**src/rtl/pcie_mwr_pattern_gen_if.sv**
```systemverilog
// Avalon-ST 256-bit TX bundle between the MWr generator and the TX arbiter.
interface pcie_mwr_pattern_gen_if;
    logic [255:0] tx_data;
    logic         tx_valid;
    logic         tx_ready;
    logic         tx_sop;
    logic         tx_eop;
    logic [1:0]   tx_empty;

    modport master (
        output tx_data, tx_valid, tx_sop, tx_eop, tx_empty,
        input  tx_ready
    );
    modport slave (
        input  tx_data, tx_valid, tx_sop, tx_eop, tx_empty,
        output tx_ready
    );
endinterface

```
**src/rtl/pcie_mwr_pattern_gen.sv**
```systemverilog
// PCIe MWr DMA engine: 16-bit incrementing payload, 3DW/4DW headers, 4 KB split.
// Defining PCIE_MWR_GEN_STATS_EN builds the TLP and stall counters.
module pcie_mwr_pattern_gen #(
    parameter int unsigned MAX_PAYLOAD  = 256,
    parameter logic [15:0] REQ_ID       = 16'h0000,
    parameter logic [15:0] PATTERN_INIT = 16'h0000,
    parameter int unsigned MAX_LEN_W    = 24
) (
    input  logic                 coreclkout_hip,
    input  logic                 reset_status,
    input  logic [63:0]          cfg_addr,
    input  logic [MAX_LEN_W-1:0] cfg_len,
    input  logic                 cfg_start,
    input  logic                 cfg_abort,
    output logic                 busy,
    output logic                 done,
    output logic                 err,
    pcie_mwr_pattern_gen_if.master tx,
    output logic [31:0]          tlp_count,
    output logic [31:0]          stall_count
);
    typedef enum logic [2:0] {IDLE, CALC, HDR, DATA, NEXT} state_t;

    state_t               state_q, state_d;
    logic [63:0]          addr_q, addr_d;
    logic [MAX_LEN_W-1:0] rem_q, rem_d;
    logic [12:0]          n_q, n_d;
    logic [12:0]          tlp_rem_q, tlp_rem_d;
    logic [7:0]           tag_q, tag_d;
    logic [15:0]          pat_q, pat_d;
    logic                 abort_q, abort_d;
    logic                 err_q, err_d;
    logic                 done_q, done_d;
    logic [255:0]         data_q, data_d;
    logic                 valid_q, valid_d;
    logic                 sop_q, sop_d;
    logic                 eop_q, eop_d;
    logic [1:0]           empty_q, empty_d;

    logic         accept, is4, beat_last;
    logic         start_bad, load_data;
    logic [12:0]  bound, cap, n_calc;
    logic [255:0] pat_beat;
    logic [127:0] hdr;

    always_comb begin
        pat_beat = '0;
        for (int i = 0; i < 16; i++)
            pat_beat[i*16 +: 16] = pat_q + 16'(i);
    end

    assign accept = valid_q && tx.tx_ready;
    assign bound  = 13'd4096 - {1'b0, addr_q[11:0]};
    assign cap    = (rem_q > MAX_LEN_W'(MAX_PAYLOAD))
                  ? 13'(MAX_PAYLOAD) : 13'(rem_q);
    assign n_calc = (cap < bound) ? cap : bound;

    // Length is n/4 in 10 bits, so 1024 DW naturally encodes as 0
    assign is4          = |addr_q[63:32];
    assign hdr[31:0]    = {2'b01, is4, 5'd0, 14'd0, n_q[11:2]};
    assign hdr[63:32]   = {REQ_ID, tag_q, 8'hFF};
    assign hdr[95:64]   = is4 ? addr_q[63:32]
                              : {addr_q[31:2], 2'b00};
    assign hdr[127:96]  = is4 ? addr_q[31:0] : 32'd0;

    assign beat_last = tlp_rem_q <= 13'd32;
    assign start_bad = (cfg_len == '0) || (|cfg_len[3:0])
                    || (|cfg_addr[3:0]);

    always_comb begin
        state_d   = state_q;
        addr_d    = addr_q;
        rem_d     = rem_q;
        n_d       = n_q;
        tlp_rem_d = tlp_rem_q;
        tag_d     = tag_q;
        pat_d     = pat_q;
        err_d     = err_q;
        done_d    = 1'b0;
        data_d    = data_q;
        valid_d   = valid_q;
        sop_d     = sop_q;
        eop_d     = eop_q;
        empty_d   = empty_q;
        load_data = 1'b0;
        abort_d   = abort_q | (cfg_abort && state_q != IDLE);
        unique case (state_q)
            IDLE: begin
                if (cfg_start) begin
                    if (start_bad) begin
                        err_d  = 1'b1;
                        done_d = 1'b1;
                    end else begin
                        err_d   = 1'b0;
                        addr_d  = cfg_addr;
                        rem_d   = cfg_len;
                        pat_d   = PATTERN_INIT;
                        abort_d = 1'b0;
                        state_d = CALC;
                    end
                end
            end
            CALC: begin
                n_d = n_calc;
                if (abort_d) begin
                    abort_d = 1'b0;
                    done_d  = 1'b1;
                    state_d = IDLE;
                end else begin
                    state_d = HDR;
                end
            end
            HDR: begin
                if (!valid_q) begin
                    valid_d   = 1'b1;
                    sop_d     = 1'b1;
                    eop_d     = (n_q == 13'd16);
                    empty_d   = 2'd0;
                    data_d    = {pat_beat[127:0], hdr};
                    pat_d     = pat_q + 16'd8;
                    tlp_rem_d = n_q - 13'd16;
                end else if (accept) begin
                    if (eop_q) begin
                        state_d = NEXT;
                    end else begin
                        load_data = 1'b1;
                        state_d   = DATA;
                    end
                end
            end
            DATA: begin
                if (accept) begin
                    if (eop_q) state_d = NEXT;
                    else       load_data = 1'b1;
                end
            end
            NEXT: begin
                addr_d = addr_q + 64'(n_q);
                rem_d  = rem_q - MAX_LEN_W'(n_q);
                tag_d  = tag_q + 8'd1;
                if (rem_d == '0 || abort_d) begin
                    abort_d = 1'b0;
                    done_d  = 1'b1;
                    state_d = IDLE;
                end else begin
                    state_d = CALC;
                end
            end
            default: state_d = IDLE;
        endcase
        if (accept && eop_q) begin
            valid_d = 1'b0;
            sop_d   = 1'b0;
            eop_d   = 1'b0;
            empty_d = 2'd0;
        end
        // A trailing half beat carries 8 words and reports two empty qwords
        if (load_data) begin
            valid_d   = 1'b1;
            sop_d     = 1'b0;
            eop_d     = beat_last;
            empty_d   = (tlp_rem_q == 13'd16) ? 2'd2 : 2'd0;
            data_d    = pat_beat;
            pat_d     = pat_q + ((tlp_rem_q == 13'd16)
                      ? 16'd8 : 16'd16);
            tlp_rem_d = beat_last ? 13'd0
                      : tlp_rem_q - 13'd32;
        end
    end

    always_ff @(posedge coreclkout_hip or posedge reset_status) begin
        if (reset_status) begin
            state_q   <= IDLE;
            addr_q    <= '0;
            rem_q     <= '0;
            n_q       <= '0;
            tlp_rem_q <= '0;
            tag_q     <= '0;
            pat_q     <= PATTERN_INIT;
            abort_q   <= 1'b0;
            err_q     <= 1'b0;
            done_q    <= 1'b0;
            data_q    <= '0;
            valid_q   <= 1'b0;
            sop_q     <= 1'b0;
            eop_q     <= 1'b0;
            empty_q   <= '0;
        end else begin
            state_q   <= state_d;
            addr_q    <= addr_d;
            rem_q     <= rem_d;
            n_q       <= n_d;
            tlp_rem_q <= tlp_rem_d;
            tag_q     <= tag_d;
            pat_q     <= pat_d;
            abort_q   <= abort_d;
            err_q     <= err_d;
            done_q    <= done_d;
            data_q    <= data_d;
            valid_q   <= valid_d;
            sop_q     <= sop_d;
            eop_q     <= eop_d;
            empty_q   <= empty_d;
        end
    end

    assign busy        = (state_q != IDLE);
    assign done        = done_q;
    assign err         = err_q;
    assign tx.tx_data  = data_q;
    assign tx.tx_valid = valid_q;
    assign tx.tx_sop   = sop_q;
    assign tx.tx_eop   = eop_q;
    assign tx.tx_empty = empty_q;

`ifdef PCIE_MWR_GEN_STATS_EN
    logic [31:0] tlp_cnt_q, tlp_cnt_d;
    logic [31:0] stall_cnt_q, stall_cnt_d;

    always_comb begin
        tlp_cnt_d   = tlp_cnt_q;
        stall_cnt_d = stall_cnt_q;
        if (accept && eop_q && tlp_cnt_q != '1)
            tlp_cnt_d = tlp_cnt_q + 32'd1;
        if (valid_q && !tx.tx_ready && stall_cnt_q != '1)
            stall_cnt_d = stall_cnt_q + 32'd1;
    end

    always_ff @(posedge coreclkout_hip or posedge reset_status) begin
        if (reset_status) begin
            tlp_cnt_q   <= '0;
            stall_cnt_q <= '0;
        end else begin
            tlp_cnt_q   <= tlp_cnt_d;
            stall_cnt_q <= stall_cnt_d;
        end
    end

    assign tlp_count   = tlp_cnt_q;
    assign stall_count = stall_cnt_q;
`else
    assign tlp_count   = '0;
    assign stall_count = '0;
`endif
endmodule

```
**src/flat_wrapper.sv**
```systemverilog
// flat-port wrapper written by rule: the top's interface ports become plain ports
module pcie_mwr_pattern_gen_flat 
#(
    parameter int unsigned MAX_PAYLOAD  = 256,
    parameter logic [15:0] REQ_ID       = 16'h0000,
    parameter logic [15:0] PATTERN_INIT = 16'h0000,
    parameter int unsigned MAX_LEN_W    = 24
)
  (coreclkout_hip, reset_status, cfg_addr, cfg_len, cfg_start, cfg_abort, busy, done, err, tlp_count, stall_count, tx_tx_data, tx_tx_valid, tx_tx_sop, tx_tx_eop, tx_tx_empty, tx_tx_ready);
  pcie_mwr_pattern_gen_if tx_i ();
  input  logic coreclkout_hip;
  input  logic reset_status;
  input  logic [63:0] cfg_addr;
  input  logic [MAX_LEN_W-1:0] cfg_len;
  input  logic cfg_start;
  input  logic cfg_abort;
  output logic busy;
  output logic done;
  output logic err;
  output logic [31:0] tlp_count;
  output logic [31:0] stall_count;
  output wire logic [$bits(tx_i.tx_data)-1:0] tx_tx_data;
  output wire logic [$bits(tx_i.tx_valid)-1:0] tx_tx_valid;
  output wire logic [$bits(tx_i.tx_sop)-1:0] tx_tx_sop;
  output wire logic [$bits(tx_i.tx_eop)-1:0] tx_tx_eop;
  output wire logic [$bits(tx_i.tx_empty)-1:0] tx_tx_empty;
  input wire logic [$bits(tx_i.tx_ready)-1:0] tx_tx_ready;
  assign tx_tx_data = tx_i.tx_data;
  assign tx_tx_valid = tx_i.tx_valid;
  assign tx_tx_sop = tx_i.tx_sop;
  assign tx_tx_eop = tx_i.tx_eop;
  assign tx_tx_empty = tx_i.tx_empty;
  assign tx_i.tx_ready = tx_tx_ready;
  pcie_mwr_pattern_gen #(.MAX_PAYLOAD(MAX_PAYLOAD), .REQ_ID(REQ_ID), .PATTERN_INIT(PATTERN_INIT), .MAX_LEN_W(MAX_LEN_W)) u_core (.coreclkout_hip(coreclkout_hip), .reset_status(reset_status), .cfg_addr(cfg_addr), .cfg_len(cfg_len), .cfg_start(cfg_start), .cfg_abort(cfg_abort), .busy(busy), .done(done), .err(err), .tx(tx_i), .tlp_count(tlp_count), .stall_count(stall_count));
endmodule
```
**config.mk**
```make
export PLATFORM = sky130hd
export DESIGN_NAME = pcie_mwr_pattern_gen_flat
export DESIGN_NICKNAME = d
export VERILOG_FILES = /design/src/rtl/pcie_mwr_pattern_gen_if.sv /design/src/rtl/pcie_mwr_pattern_gen.sv /design/src/flat_wrapper.sv
export SDC_FILE = /design/constraint.sdc
export NUM_CORES = 1
export LEC_CHECK = 0
export BUFFER_PORTS_ARGS = -buffer_cell sky130_fd_sc_hd__buf_4
export CORE_ASPECT_RATIO = 0.5
export CORE_MARGIN = 4
export CORE_UTILIZATION = 35
export DETAILED_ROUTE_END_ITERATION = 7
export SETUP_SLACK_MARGIN = 0.3
export SYNTH_ARGS = -nofsm -noshare
export SYNTH_HDL_FRONTEND = slang
export SYNTH_SLANG_ARGS = --single-unit
```
**constraint.sdc**
```tcl
create_clock -name coreclkout_hip -period 12.9 [get_ports coreclkout_hip]
set_input_delay 2.58 -clock coreclkout_hip [delete_from_list [all_inputs] [get_ports coreclkout_hip]]
set_output_delay 2.58 -clock coreclkout_hip [all_outputs]
set_load 0.1 [all_outputs]
```
Word level (Yosys, flattened, before mapping) --
Index checks and enable logic that the tools add are counted.
Word-level totals: input bits 93, register bits 405, output and inout port bits 328, word-level logic and storage cells 143
Cells by class: reductions and logical operators 23, mux-type cells 62, bitwise gates (word level) 1, add/sub/neg operators 22, eq/ne operators 17, magnitude comparators 3
Operators by type and width (number):
- two-way mux 256 bit | 3
- adder 16 x 4 -> 16 bit (second input constant) | 8
- two-way mux 64 bit | 2
- case mux 64 bit (2 select lines) | 1
- two-way mux 13 bit | 6
- adder 16 x 3 -> 16 bit (second input constant) | 4
- adder 64 x 13 -> 64 bit | 1
- two-way mux 16 bit | 4
- two-way mux 32 bit | 2
- logical NOT 24 bit | 2
- two-way mux 24 bit | 2
- case mux 24 bit (2 select lines) | 1
- adder 16 x 2 -> 16 bit (second input constant) | 2
- case mux 16 bit (2 select lines) | 1
- OR reduction 32 bit | 1
- equality test 13 x 5 -> 1 bit (second input constant) | 2
- > comparator 24 x 9 -> 1 bit (second input constant) | 1
- subtractor 24 x 13 -> 24 bit | 1
- two-way mux 1 bit | 22
- two-way mux 3 bit | 7
- adder 16 x 1 -> 16 bit (second input constant) | 1
- adder 16 bit | 1
- case mux 3 bit (5 select lines) | 1
- <= comparator 13 x 6 -> 1 bit (second input constant) | 1
- other kinds (27) | 51

Depth between registers and ports, before layout --
depth in word-level cells 7, depth in mapped cells 14, gate-level depth less buffers 13

Worst setup path before layout --
No wires, ideal clock.
path kind input -> register, start point input port cfg_len[1], end point register u_core.rem_q[19], required time 12.779 ns, library setup time 0.121 ns, arrival time 4.552 ns, slack 8.227 ns, stages 7, buffers on the path 1, cell sequence or4_1 -> nor2_1 -> o311ai_4 -> a21oi_1 -> clkbuf_1 -> o21ai_0 -> a22o_1
On the way: word-level cells in the longest chain between the ends 5, elaborated cells on any way between the ends 6, those cells by class eq/ne: 1; reduce/logical: 5
Ends and longest elaborated chain:
- start, declared | RTL line flat_wrapper.sv:14 | input logic [MAX_LEN_W-1:0] cfg_len;
- logical NOT 24 bit or OR reduction 4 bit (tied branches) | RTL line pcie_mwr_pattern_gen.sv:67 | assign start_bad = (cfg_len == '0) || (|cfg_len[3:0])
- logical OR 1 bit * | RTL line pcie_mwr_pattern_gen.sv:67
- logical OR 1 bit * | RTL line pcie_mwr_pattern_gen.sv:68 | || (|cfg_addr[3:0]);
- inequality test 2 bit (no line) *
- AND reduction 3 bit (no line) *
- end signal, assigned | RTL line pcie_mwr_pattern_gen.sv:191 | rem_q <= rem_d;
- end, declared | RTL line pcie_mwr_pattern_gen.sv:26 | logic [MAX_LEN_W-1:0] rem_q, rem_d;
Every way passes the cells marked *; elsewhere a longest branch is shown, timed or not. A chain may end at the register's enable or synchronous reset.

Worst setup path in the final report --
start point input port cfg_len[1], end point register u_core.pat_q[8]
On the way: word-level cells in the longest chain between the ends 5, elaborated cells on any way between the ends 6, those cells by class eq/ne: 1; reduce/logical: 5
Ends and longest elaborated chain:
- logical NOT 24 bit or OR reduction 4 bit (tied branches) | RTL line pcie_mwr_pattern_gen.sv:67
- logical OR 1 bit * | RTL line pcie_mwr_pattern_gen.sv:67
- logical OR 1 bit * | RTL line pcie_mwr_pattern_gen.sv:68
- inequality test 3 bit (no line) *
- AND reduction 4 bit (no line) *
- end signal, assigned | RTL line pcie_mwr_pattern_gen.sv:195 | pat_q <= pat_d;
- end, declared | RTL line pcie_mwr_pattern_gen.sv:30 | logic [15:0] pat_q, pat_d;
Marks and branches as above.

==> metrics.csv <==
metric,value,unit
synth_commonest_cells,"dfrtp_1, nand2_1, a21oi_1, buf_4, nor2_1",
cp_max_fo,17,
first_iter_violations,1407,
grt_pass1_wl,93600,um
cp_num_buf_inv,1,
pwr_density_cell,290,nW/um2
max_freq,190,MHz
synth-edff-count,0,
multi_input_area,8560,um2
finalSetupViolCount,0,
io_pins,421,
cp-end-kind,flop,
fin_area,20900,um2
p_leak,0.00990,uW
fin_crit,5250,ps
cp_slowest_cell,o311a_1,
io_buffers,340,
worst_pin_slew,1210,ps
ff_latch_area,7580,um2
synth-seq-cells,303,
dp_hpwl,44200,um
first_pass_iters,7,
yosysWarnings,0,
synthDominantAreaCellType,dfrtp_1,
worstPathRequired,13360,ps
grt_max_degree,175,
cts_max_level,1,
synth_top_area_share,0.429,
setup_tns,0,ps
path_class,input pin to flop,
start_kind,input pin,
async_reset_ff_frac,1.00,
track_usage,0.217,
synth_cell_types,83,
clkSlewWorstSetupHoldPaths,70,ps
clk_path_buf_depth,3,
ctsHoldBuffers,0,
p_total,6040,uW
cts_tree,yes,
post_drt_wl_per_cell,21.9,um
grt_pass1_vias,15000,
n_fill_cell,4864,
drc,0,
ir_drop,0.244,mV
slew_headroom,0.191,
antenna_cells,0,
wl,61800,um
dieWidth,326,um
post_cts.repair.setup_buffers,0,
syn_area,17700,um2
antenna_left,0,
area_growth,18.1,%
hp-class,flop to flop,
cts_root_buffer,clkbuf_16,
start_util,0.359,
drive_gt1_frac,0.201,
gp_congestion,0.929,
path_cells,buf_4 -> or4_1 -> nor2_1 -> o311a_1 -> o21ai_1 -> a21boi_2 -> o221ai_1 -> o21ai_1 -> o31ai_1,
fin_nets,2301,
rsz0062_at_grt,false,
antenna_found_initial,1,
die_area,54300,um2
insertion_delay,580,ps
cts.sinks,303,
die_y,167,um
fp-row-count,57,
ys.flop_type,dfrtp_1,
drv_slew,0,
syn_area_per_cell,8.96,um2
path_common_cell,o21ai_1,
finClkSkew,12.6,ps
cpPeakStageDelay,700,ps
postPlaceCellArea,19800,um2
ys_seq_area_frac,0.429,
grt_overflow,0,
synth_area_leaders,"dfrtp_1, buf_4, a21oi_1, nand2_1, o21ai_0",
hold_violations,0,
cp_top_family,compound AO/OA/AOI/OAI gates,
core-area,49200,um2
finalCritPeriodShare,0.407,
arrival,5710,ps
vias_per_cell,5.57,
whs,472,ps
synth.most_common_cell,dfrtp_1,
status,completed,
vias,15800,
cts_inserted_buffers,30,
drv_cap,0,
synth_cells,1971,
cts_resized,0,
[placed cells by master (no fill, tap or decap), drive strengths merged, types with 20 or more instances in the layout]
master / n
a211oi: 26
a21o: 68
a21oi: 167
a221o: 41
a31oi: 30
and2: 27
and3: 20
buf: 357
clkbuf: 43
conb: 84
dfrtp: 303
ha: 49
inv: 42
nand2: 175
nand3: 43
nand4: 21
nor2: 160
nor3: 43
nor4: 31
o21ai: 142
o22ai: 36
xnor2: 33
[registers in the layout, indices dropped and copies added (netlist names)]
name                flops
u_core.abort_q          1
u_core.tlp_rem_q       13
u_core.tx.tx_sop        1
u_core.tag_q            8
u_core.rem_q           24
u_core.tx.tx_empty      1
u_core.addr_q          64
u_core.n_q             13
u_core.tx.tx_eop        1
u_core.pat_q           13
u_core.tx.tx_valid      1
u_core.state_q          3
u_core.tx.tx_data     158
u_core.done             1
u_core.err              1
[final timing paths]
kind | from | endpoint | slack [ps] | cells after the start
max | cfg_len[1] | u_core.pat_q[8] | 7650 | 9
min | u_core.tx.tx_data[33] | u_core.tx.tx_data[33] | 470 | 1
max reg2reg | u_core.rem_q[14] | u_core.n_q[3] | 8560 | 12
min reg2reg | u_core.tx.tx_data[33] | u_core.tx.tx_data[33] | 470 | 1
max in group asynchronous | reset_status | u_core.addr_q[59] | 9170 | 3
min in group asynchronous | reset_status | u_core.tx.tx_data[196] | 2190 | 2
[final cells by class]
cell class | count | area share
clock buffers | 43 | 0.0431
clock inverters | 12 | 0.00726
inverters | 42 | 0.00791
multi-input cells | 1422 | 0.410
flip-flops and latches | 303 | 0.363
well taps | 649 | 0.0389
repair buffers | 357 | 0.129
[power breakdown]
group / switching (uW) / total [uW] / internal (uW) / leakage [uW]
Clock: 404 / 948 / 544 / 0.000518
Sequential: 437 / 1680 / 1240 / 0.00386
Combinational: 2560 / 3420 / 854 / 0.00552
Total: 3400 / 6040 / 2640 / 0.00990
[cell families after synthesis]
family,count (synthesis),share of synthesized area
other,1,0.000212
AOI/OAI and AO/OA,644,0.239
and+or+nand+nor,587,0.159
adders and majority gates,52,0.0381
muxes,7,0.00404
xor gates and xnor gates,48,0.0238
buffers and inverters,329,0.106
DFF,303,0.429
[routing by layer]
metal | share of wire | global-route usage | vias up
met5 | 0.00011 | 0 | -
met4 | 0.040 | 0.0838 | 2
met2 | 0.46 | 0.348 | 584
met3 | 0.079 | 0.0390 | 116
met1 | 0.42 | 0.294 | 7767
li1 | - | - | 7283
[worst reg2reg max path, cell delays in order, from the launching register on]
cell	delay, ps
dfrtp_1	530
nor4_1	690
nand3_1	280
a211oi_1	720
and2_1	230
ha_1	240
a21o_1	180
a21oi_1	160
o22ai_1	110
o21bai_1	130
o211a_1	500
and3_4	350
a221o_1	160
[through the flow]
stage          std cells   util  setup WS (ps)
6_report            2828  0.424           7650
5_1_grt             2828  0.424           7430
4_1_cts             2828  0.424           7740
3_5_place_dp        2773  0.403           7120
3_3_place_gp        2773  0.403           7130
2_1_floorplan       2054      -           1950
(Power assumes the default switching activity.)
